<file path="src/rtl/pr_bus_arbiter.sv">
// pr_bus_arbiter
//   Two-master arbiter and sequencer for the processor-side device bus
//   (PrAddr/BE/PrWD/PrRD) that feeds the device bridge. Master 0 is the CPU
//   data port and master 1 is a DMA/debug master. One master owns the bus at a
//   time. Each access holds the bus for WAIT_CYCLES cycles, captures read data
//   and returns a one-cycle ack to the owner.
//
//   Build option: define ARB_CPU_PRIORITY_EN for fixed priority (m0 always
//   wins). Without it, arbitration is round-robin.
//
//   Parameter:
//     WAIT_CYCLES  bus cycles per access, 1..15. A value of 0 behaves as 1.
//
//   Ports:
//     clk, rst                   clock (rising edge), synchronous active-high reset
//     mN_req/we/addr/be/wd       master N request and its fields, held until mN_ack
//     mN_rd, mN_ack              master N read data and completion pulse
//     PrAddr, BE, PrWD           bus address, byte enables (0 = read/idle), write data
//     PrRD                       bus read data from the bridge
//     grant                      one-hot bus owner (bit0 = m0, bit1 = m1), 00 = idle
//     busy                       high while an access is in ACCESS or DONE
module pr_bus_arbiter #(
    parameter int WAIT_CYCLES = 1
) (
    input  logic        clk,
    input  logic        rst,
    input  logic        m0_req,
    input  logic        m0_we,
    input  logic [29:0] m0_addr,
    input  logic [3:0]  m0_be,
    input  logic [31:0] m0_wd,
    output logic [31:0] m0_rd,
    output logic        m0_ack,
    input  logic        m1_req,
    input  logic        m1_we,
    input  logic [29:0] m1_addr,
    input  logic [3:0]  m1_be,
    input  logic [31:0] m1_wd,
    output logic [31:0] m1_rd,
    output logic        m1_ack,
    output logic [29:0] PrAddr,
    output logic [3:0]  BE,
    output logic [31:0] PrWD,
    input  logic [31:0] PrRD,
    output logic [1:0]  grant,
    output logic        busy
);

    typedef enum logic [1:0] {
        IDLE   = 2'd0,
        ACCESS = 2'd1,
        DONE   = 2'd2
    } state_t;

    // The access counter is 4 bits wide, so the cycle count is clamped to 1..15.
    localparam int         WC_EFF   = (WAIT_CYCLES < 1)  ? 1  :
                                      (WAIT_CYCLES > 15) ? 15 : WAIT_CYCLES;
    localparam logic [3:0] CNT_LOAD = 4'(WC_EFF - 1);

    state_t      state_q;
    logic [3:0]  cnt_q;
    logic        last_m1_q;     // 1: master 1 owned the bus most recently
    logic        we_q;
    logic [29:0] pr_addr_q;
    logic [3:0]  be_q;
    logic [31:0] pr_wd_q;
    logic [1:0]  grant_q;
    logic        busy_q;
    logic [31:0] m0_rd_q, m1_rd_q;
    logic        m0_ack_q, m1_ack_q;

    // Winner selection. This value is used only when a request is sampled in IDLE.
    logic        any_req_d;
    logic        win_m1_d;
    logic        sel_we_d;
    logic [29:0] sel_addr_d;
    logic [3:0]  sel_be_d;
    logic [31:0] sel_wd_d;

    assign any_req_d = m0_req | m1_req;
`ifdef ARB_CPU_PRIORITY_EN
    assign win_m1_d  = m1_req & ~m0_req;
`else
    // On a tie, grant the master that did not own the bus last.
    assign win_m1_d  = m1_req & (~m0_req | ~last_m1_q);
`endif
    assign sel_we_d   = win_m1_d ? m1_we   : m0_we;
    assign sel_addr_d = win_m1_d ? m1_addr : m0_addr;
    assign sel_be_d   = win_m1_d ? m1_be   : m0_be;
    assign sel_wd_d   = win_m1_d ? m1_wd   : m0_wd;

    // NOTE: every register here uses non-blocking assignment. All state then
    // updates from the same pre-edge values, and the block order does not matter.
    always_ff @(posedge clk) begin
        if (rst) begin
            state_q   <= IDLE;
            cnt_q     <= 4'd0;
            last_m1_q <= 1'b1;      // m0 wins the first tie after reset
            we_q      <= 1'b0;
            pr_addr_q <= '0;
            be_q      <= 4'd0;
            pr_wd_q   <= '0;
            grant_q   <= 2'b00;
            busy_q    <= 1'b0;
            // NOTE: the read-data registers are reset as well, so a reset in
            // mid-access cannot leave stale data visible to either master.
            m0_rd_q   <= '0;
            m1_rd_q   <= '0;
            m0_ack_q  <= 1'b0;
            m1_ack_q  <= 1'b0;
        end else begin
            case (state_q)
                IDLE: begin
                    if (any_req_d) begin
                        pr_addr_q <= sel_addr_d;
                        pr_wd_q   <= sel_wd_d;
                        we_q      <= sel_we_d;
                        // The bridge write-enables from BE, so it is driven only
                        // in the first ACCESS cycle of a write.
                        be_q      <= sel_we_d ? sel_be_d : 4'd0;
                        grant_q   <= win_m1_d ? 2'b10 : 2'b01;
                        last_m1_q <= win_m1_d;
                        cnt_q     <= CNT_LOAD;
                        busy_q    <= 1'b1;
                        state_q   <= ACCESS;
                    end
                end
                ACCESS: begin
                    be_q <= 4'd0;
                    if (cnt_q == 4'd0) begin
                        if (!we_q) begin
                            if (grant_q[1]) m1_rd_q <= PrRD;
                            else            m0_rd_q <= PrRD;
                        end
                        m0_ack_q <= grant_q[0];
                        m1_ack_q <= grant_q[1];
                        state_q  <= DONE;
                    end else begin
                        cnt_q <= cnt_q - 4'd1;
                    end
                end
                DONE: begin
                    m0_ack_q  <= 1'b0;
                    m1_ack_q  <= 1'b0;
                    grant_q   <= 2'b00;
                    busy_q    <= 1'b0;
                    we_q      <= 1'b0;
                    pr_addr_q <= '0;
                    pr_wd_q   <= '0;
                    state_q   <= IDLE;
                end
                default: state_q <= IDLE;
            endcase
        end
    end

    assign PrAddr = pr_addr_q;
    assign BE     = be_q;
    assign PrWD   = pr_wd_q;
    assign grant  = grant_q;
    assign busy   = busy_q;
    assign m0_rd  = m0_rd_q;
    assign m1_rd  = m1_rd_q;
    assign m0_ack = m0_ack_q;
    assign m1_ack = m1_ack_q;

endmodule

</file>
<file path="config.mk">
export PLATFORM = sky130hd
export DESIGN_NAME = pr_bus_arbiter
export DESIGN_NICKNAME = d
export VERILOG_FILES = /design/src/rtl/pr_bus_arbiter.sv
export SDC_FILE = /design/constraint.sdc
export NUM_CORES = 1
export LEC_CHECK = 0
export BUFFER_PORTS_ARGS = -buffer_cell sky130_fd_sc_hd__buf_2
export CAP_MARGIN = 20
export CORE_MARGIN = 4
export CORE_UTILIZATION = 46
export CTS_CLUSTER_DIAMETER = 30
export DETAILED_ROUTE_END_ITERATION = 7
export GPL_TIMING_DRIVEN = 0
export HOLD_SLACK_MARGIN = 0.06
export PLACE_DENSITY = 0.87
export SYNTH_ARGS = -nofsm -noshare
export SYNTH_HDL_FRONTEND = slang
export SYNTH_SLANG_ARGS = --single-unit
</file>
<file path="constraint.sdc">
create_clock -name clk -period 3.1 [get_ports clk]
set_clock_uncertainty 0.15 [all_clocks]
set_input_delay 0.465 -clock clk [delete_from_list [all_inputs] [get_ports clk]]
set_output_delay 0.465 -clock clk [all_outputs]
set_load 0.01 [all_outputs]
</file>
# Word-level counts from Yosys, hierarchy flattened

Index checks and enable logic that the tools add are counted.

RAM bits: 0
Word-level logic and storage cells: 67
Latch bits: 0
Bits in registers: 143
Output and inout port bits: 135
ROM bits: 0
Bits of input ports: 170
Memories: 0

$mul: 0
Shift-type cells: 0
Div/mod/pow operators: 0
Equality and inequality tests: 5
$add $sub $neg: 1
Bitwise logic cells: 7
$lt $le $gt $ge: 0
Reduce and logical (&&, ||, !) cells: 13
Muxes and demuxes: 28

Operators by type and width:

| operator            | count |
|---|---|
| $mux 32             | 2 |
| $pmux 32 s2         | 1 |
| $mux 30             | 2 |
| $pmux 30 s2         | 1 |
| $mux 4              | 5 |
| $pmux 4 s2          | 2 |
| $reduce_and 2->1    | 5 |
| $mux 2              | 4 |
| $pmux 1 s2          | 4 |
| $pmux 2 s2          | 2 |
| $reduce_and 4->1    | 2 |
| $ne 2x2->1 const B  | 3 |
| $reduce_bool 2->1   | 3 |
| $mux 1              | 5 |
| $logic_not 4->1     | 1 |
| $not 1->1           | 4 |
| $sub 4x1->4 const B | 1 |
| $reduce_and 3->1    | 1 |
| $eq 2x1->1 const B  | 1 |
| $eq 2x2->1 const B  | 1 |
| $logic_not 2->1     | 1 |
| $or 1x1->1          | 2 |
| $and 1x1->1         | 1 |

# Depth between registers and ports, before layout

Depth in word-level cells: 7
Depth in mapped cells: 8
Gate-level depth less buffers: 5

# Least setup slack after synthesis

OpenSTA, ideal clock, no wires.

Path type: input -> register
Start point: input port m0_req
End point: register pr_addr_q[23], in the netlist PrAddr[23]
Path slack: 1.386 ns
Stages on the path: 5
Buffers on the path: 2
Library setup time: 0.122 ns
Arrival: 1.442 ns
Data required time: 2.828 ns
Cells stage by stage: buf_2 > a21bo_4 > buf_6 > and3_1 > o311a_1

Longest elaborated chain between the ends: 6
Elaborated cells on any way between the ends: 9
Those cells by class: 1 x eq/ne; 3 x mux; 4 x bitwise; 1 x reduce/logical

RTL lines:

| element              | RTL line | text |
|---|---|---|
| from (decl)          | 27       | `input logic m0_req,` |
| $not 1->1            | 85       | `assign win_m1_d = m1_req & (~m0_req \| ~last_m1_q);` |
| $or 1x1->1           | 85       |  |
| $and 1x1->1          | 85       |  |
| $mux 30              | 88       | `assign sel_addr_d = win_m1_d ? m1_addr : m0_addr;` |
| $mux 30              | 114      | `if (any_req_d) begin` |
| $pmux 30 s2          | 112      | `case (state_q)` |
| to (signal assigned) | 115      | `pr_addr_q <= sel_addr_d;` |
| to (decl)            | 64       | `logic [29:0] pr_addr_q;` |

Several ways; a longest one is shown, not always the timed one. The select of a mux whose other input is x is not followed.
A chain may end at the register's enable or synchronous reset.

# Worst setup path after layout

Start point: register cnt_q[0]
End point: register m0_rd_q[11], in the netlist m0_rd[11]

Longest elaborated chain between the ends: 2

RTL lines:

| element                           | RTL line | text |
|---|---|---|
| from (decl)                       | 61       | `logic [3:0] cnt_q;` |
| from (signal assigned)            | 139      | `cnt_q <= cnt_q - 4'd1;` |
| $logic_not 4->1                   | 130      | `if (cnt_q == 4'd0) begin` |
| $reduce_and 4->1 (no source line) | -        |  |
| to (signal assigned)              | 133      | `else m0_rd_q <= PrRD;` |
| to (decl)                         | 69       | `logic [31:0] m0_rd_q, m1_rd_q;` |

Every way passes these cells.

==> results.rst <==
.. list-table::
   :header-rows: 1

   * - Metric
     - Value
   * - Run status
     - finished, final reports clean
   * - Count of H-tree levels built during CTS
     - 4
   * - Max-cap violations
     - 0
   * - Top post-synthesis cells by area
     - sky130_fd_sc_hd__dfxtp_1 (41%), sky130_fd_sc_hd__o311a_1 (6.6%), sky130_fd_sc_hd__nand3_1 (5.9%), sky130_fd_sc_hd__a221oi_1 (5.9%), sky130_fd_sc_hd__a21oi_1 (5.5%)
   * - Violation count after the first detailed-route iteration
     - 511
   * - Mean instance size in the synthesized netlist
     - 8.61 sq um
   * - Die outline height
     - 131 microns
   * - Routed length per placed instance
     - 19.1 microns
   * - Count of antenna-violating nets left after detailed routing
     - 0
   * - Proportion of layout cells with a drive suffix above 1
     - 34.5%
   * - Largest vdd supply drop
     - 331 uV
   * - Count of unresolved DRC violations after routing
     - 0
   * - Maximum number of pins on one net before global-route repair
     - 17
   * - Pre-CTS setup slack
     - 863 ps
   * - Buffer type at the clock tree root
     - sky130_fd_sc_hd__clkbuf_16
   * - Starting density of the core
     - 47.5%
   * - CTS sink count
     - 143
   * - Final critical-path share of the clock period
     - 65.8%
   * - Critical Path End Type
     - register
   * - Post-synth cell types
     - 44
   * - Layout overhead on the synthesized area
     - 33.9%
   * - Biggest area consumer among synthesized cells
     - sky130_fd_sc_hd__dfxtp_1
   * - Power density over the cells
     - 563 nW/um^2
   * - Post-CTS Hold Fix Bufs
     - 0
   * - Die area
     - 17200 sq um
   * - Via count of the first global-routing pass
     - 7855
   * - Post-CTS setup-driven buffer insertion count
     - 0
   * - Setup Crit Path Kind
     - reg2reg
   * - Remaining global-route overflow
     - 0
   * - DP Area
     - 8730 sq um
   * - Top cells by count, synth
     - sky130_fd_sc_hd__dfxtp_1 (143), sky130_fd_sc_hd__nand3_1 (83), sky130_fd_sc_hd__a21oi_1 (77)
   * - Initial antenna violation count
     - 2
   * - Final net count
     - 1305
   * - Dominant register cell in the synthesized netlist
     - sky130_fd_sc_hd__dfxtp_1
   * - Average vias per placed instance
     - 6.01
   * - Number of buffers on the longest clock path
     - 2
   * - Number of nets produced by synthesis
     - 983
   * - Router iterations before antenna repair
     - 5
   * - All-Layer GR Usage
     - 28.2%
   * - Drt total wl
     - 25400 microns
   * - Clock transition at the register clock pins on the worst setup and hold paths after CTS
     - 70 ps
   * - Instance count of the mapped netlist
     - 811
   * - Kind of path behind the tightest hold check
     - in2reg
   * - Number of gates resized after CTS
     - 0
   * - Post-layout minimum cycle time
     - 2040 ps
   * - RSZ-0062 raised after global routing
     - false
   * - CP required
     - 3240 ps
   * - Share of the synthesized area in the top cell type
     - 41.0%
   * - Portion of the post-synthesis area used by sequential elements
     - 41.0%
   * - Slew at the pin with the worst max-slew slack
     - 666 ps
   * - Clock Latency Late Sink
     - 420 ps
   * - Width of the chip
     - 131 microns
   * - Number of failing hold endpoints at the final stage
     - 0
   * - Cts bufs inserted
     - 17
   * - Final setup margin
     - 1060 ps
   * - Finish-stage setup viols
     - 0
   * - Yosys Warn Count
     - 0
   * - CTS tree
     - done
   * - Weighted congestion reported at the end of routability-driven placement
     - 0.933
   * - Critical Path Fanout Max
     - 10
   * - Vias after detailed routing
     - 8005
   * - Worst hold-check slack
     - 150 ps
   * - Post-synthesis register bit count
     - 143
   * - Cell area after technology mapping
     - 6990 sq um
   * - Highest attainable clock frequency
     - 490 MHz
   * - Post-detail-place hpwl
     - 18700 microns
   * - Max-slew violation count
     - 0
   * - Worst Path Arrival
     - 2180 ps
   * - Total core area
     - 14700 sq um
   * - Share of flip-flops with an asynchronous set or reset after synthesis
     - 0%
   * - Top-level I/O count
     - 305
   * - Count leader, synth
     - sky130_fd_sc_hd__dfxtp_1
   * - Number of core rows
     - 44
   * - Non-Filler Cell Area, Final
     - 9360 sq um
   * - Number of flops mapped to enable cells by yosys
     - 0
   * - Crit start category
     - register
   * - Total of buffers placed on input and output ports
     - 303
   * - Static power due to leakage
     - 4.47 nW
   * - Worst slew slack as a fraction of its limit
     - 55.6%
   * - Setup TNS
     - 0 ps
   * - Wire length of the first global-routing pass
     - 40500 microns
==> registers in the layout (all words and copies together) (netlist names) <==
name and cells:
BE 4, PrAddr 30, PrWD 32, busy 1, cnt_q 4, grant 2, last_m1_q 1, m0_ack 1
m0_rd 32, m1_ack 1, m1_rd 32, state_q 2, we_q 1
==> where the power goes <==
group	leakage, nW	internal, mW	switching [mW]	total (mW)
clock	0.304	1.23	0.930	2.16
sequential	1.17	1.98	0.0839	2.07
combinational	2.99	0.465	0.576	1.04
==> layout make-up <==
| class | count | area, sq um |
|---|---|---|
| Sequential cell | 143 | 2860 |
| Fill cell | 1259 | 5340 |
| Tap cell | 184 | 230 |
| Multi-Input combinational cell | 512 | 3360 |
| Clock inverter | 15 | 191 |
| Timing Repair Buffer | 303 | 1520 |
| Antenna cell | 2 | 5.00 |
| Buffer | 104 | 568 |
| Inverter | 52 | 195 |
| Clock buffer | 17 | 425 |
==> kinds of logic after synthesis <==
family,Yosys count,share of synthesized area (%)
and+or+nand+nor,174,14.8
AOI/OAI and AO/OA,332,32.4
DFF,143,41.0
buffers and inverters,156,10.9
muxes,4,0.573
adders and majority gates,2,0.358
==> cell usage in the layout (no fill, tap or decap), types with 20 or more instances in the layout <==
cell                       count
sky130_fd_sc_hd__o21ai_0      67
sky130_fd_sc_hd__nand3_1      83
sky130_fd_sc_hd__a21oi_1      77
sky130_fd_sc_hd__o21bai_1     46
sky130_fd_sc_hd__o311a_1      46
sky130_fd_sc_hd__o21ai_1      20
sky130_fd_sc_hd__inv_1        51
sky130_fd_sc_hd__a221oi_1     47
sky130_fd_sc_hd__clkbuf_1     55
sky130_fd_sc_hd__buf_2       331
sky130_fd_sc_hd__dfxtp_1     143
sky130_fd_sc_hd__and3_1       46
==> critical path, cell delays in order, from the launching register on <==
cell and delay, ps:
sky130_fd_sc_hd__dfxtp_1 320, sky130_fd_sc_hd__inv_1 100, sky130_fd_sc_hd__ha_1 170, sky130_fd_sc_hd__or3b_1 330, sky130_fd_sc_hd__buf_2 170, sky130_fd_sc_hd__clkbuf_1 210, sky130_fd_sc_hd__o21ai_0 320, sky130_fd_sc_hd__a21oi_1 130
==> routing by layer <==
layer / vias up / global-route usage (%) / wire [microns]
met4: 0 / 11.6 / 702
met3: 54 / 6.73 / 2370
met1: 3758 / 34.9 / 9950
met5: - / 0 / 0
li1: 3708 / - / -
met2: 485 / 47.5 / 12400
==> final timing paths <==
kind | slack [ps] | cells after the start | to | start
setup / recovery | 1060 | 7 | m0_rd[11] | cnt_q[0]
hold / removal | 150 | 3 | m1_rd[16] | PrRD[16]
setup reg to reg | 1060 | 7 | m0_rd[11] | cnt_q[0]
hold reg to reg | 310 | 1 | BE[0] | BE[0]
==> stage by stage <==
step / power [mW] / util, % / std cells
floorplan: 2.70 / - / 811
global placement: 3.11 / 59.4 / 1298
global route: 5.47 / 63.6 / 1332
detailed placement: 3.13 / 59.4 / 1298
CTS: 5.27 / 63.6 / 1330
finish: 5.27 / 63.6 / 1332
No activity file was read; power rests on OpenSTA's default activity.
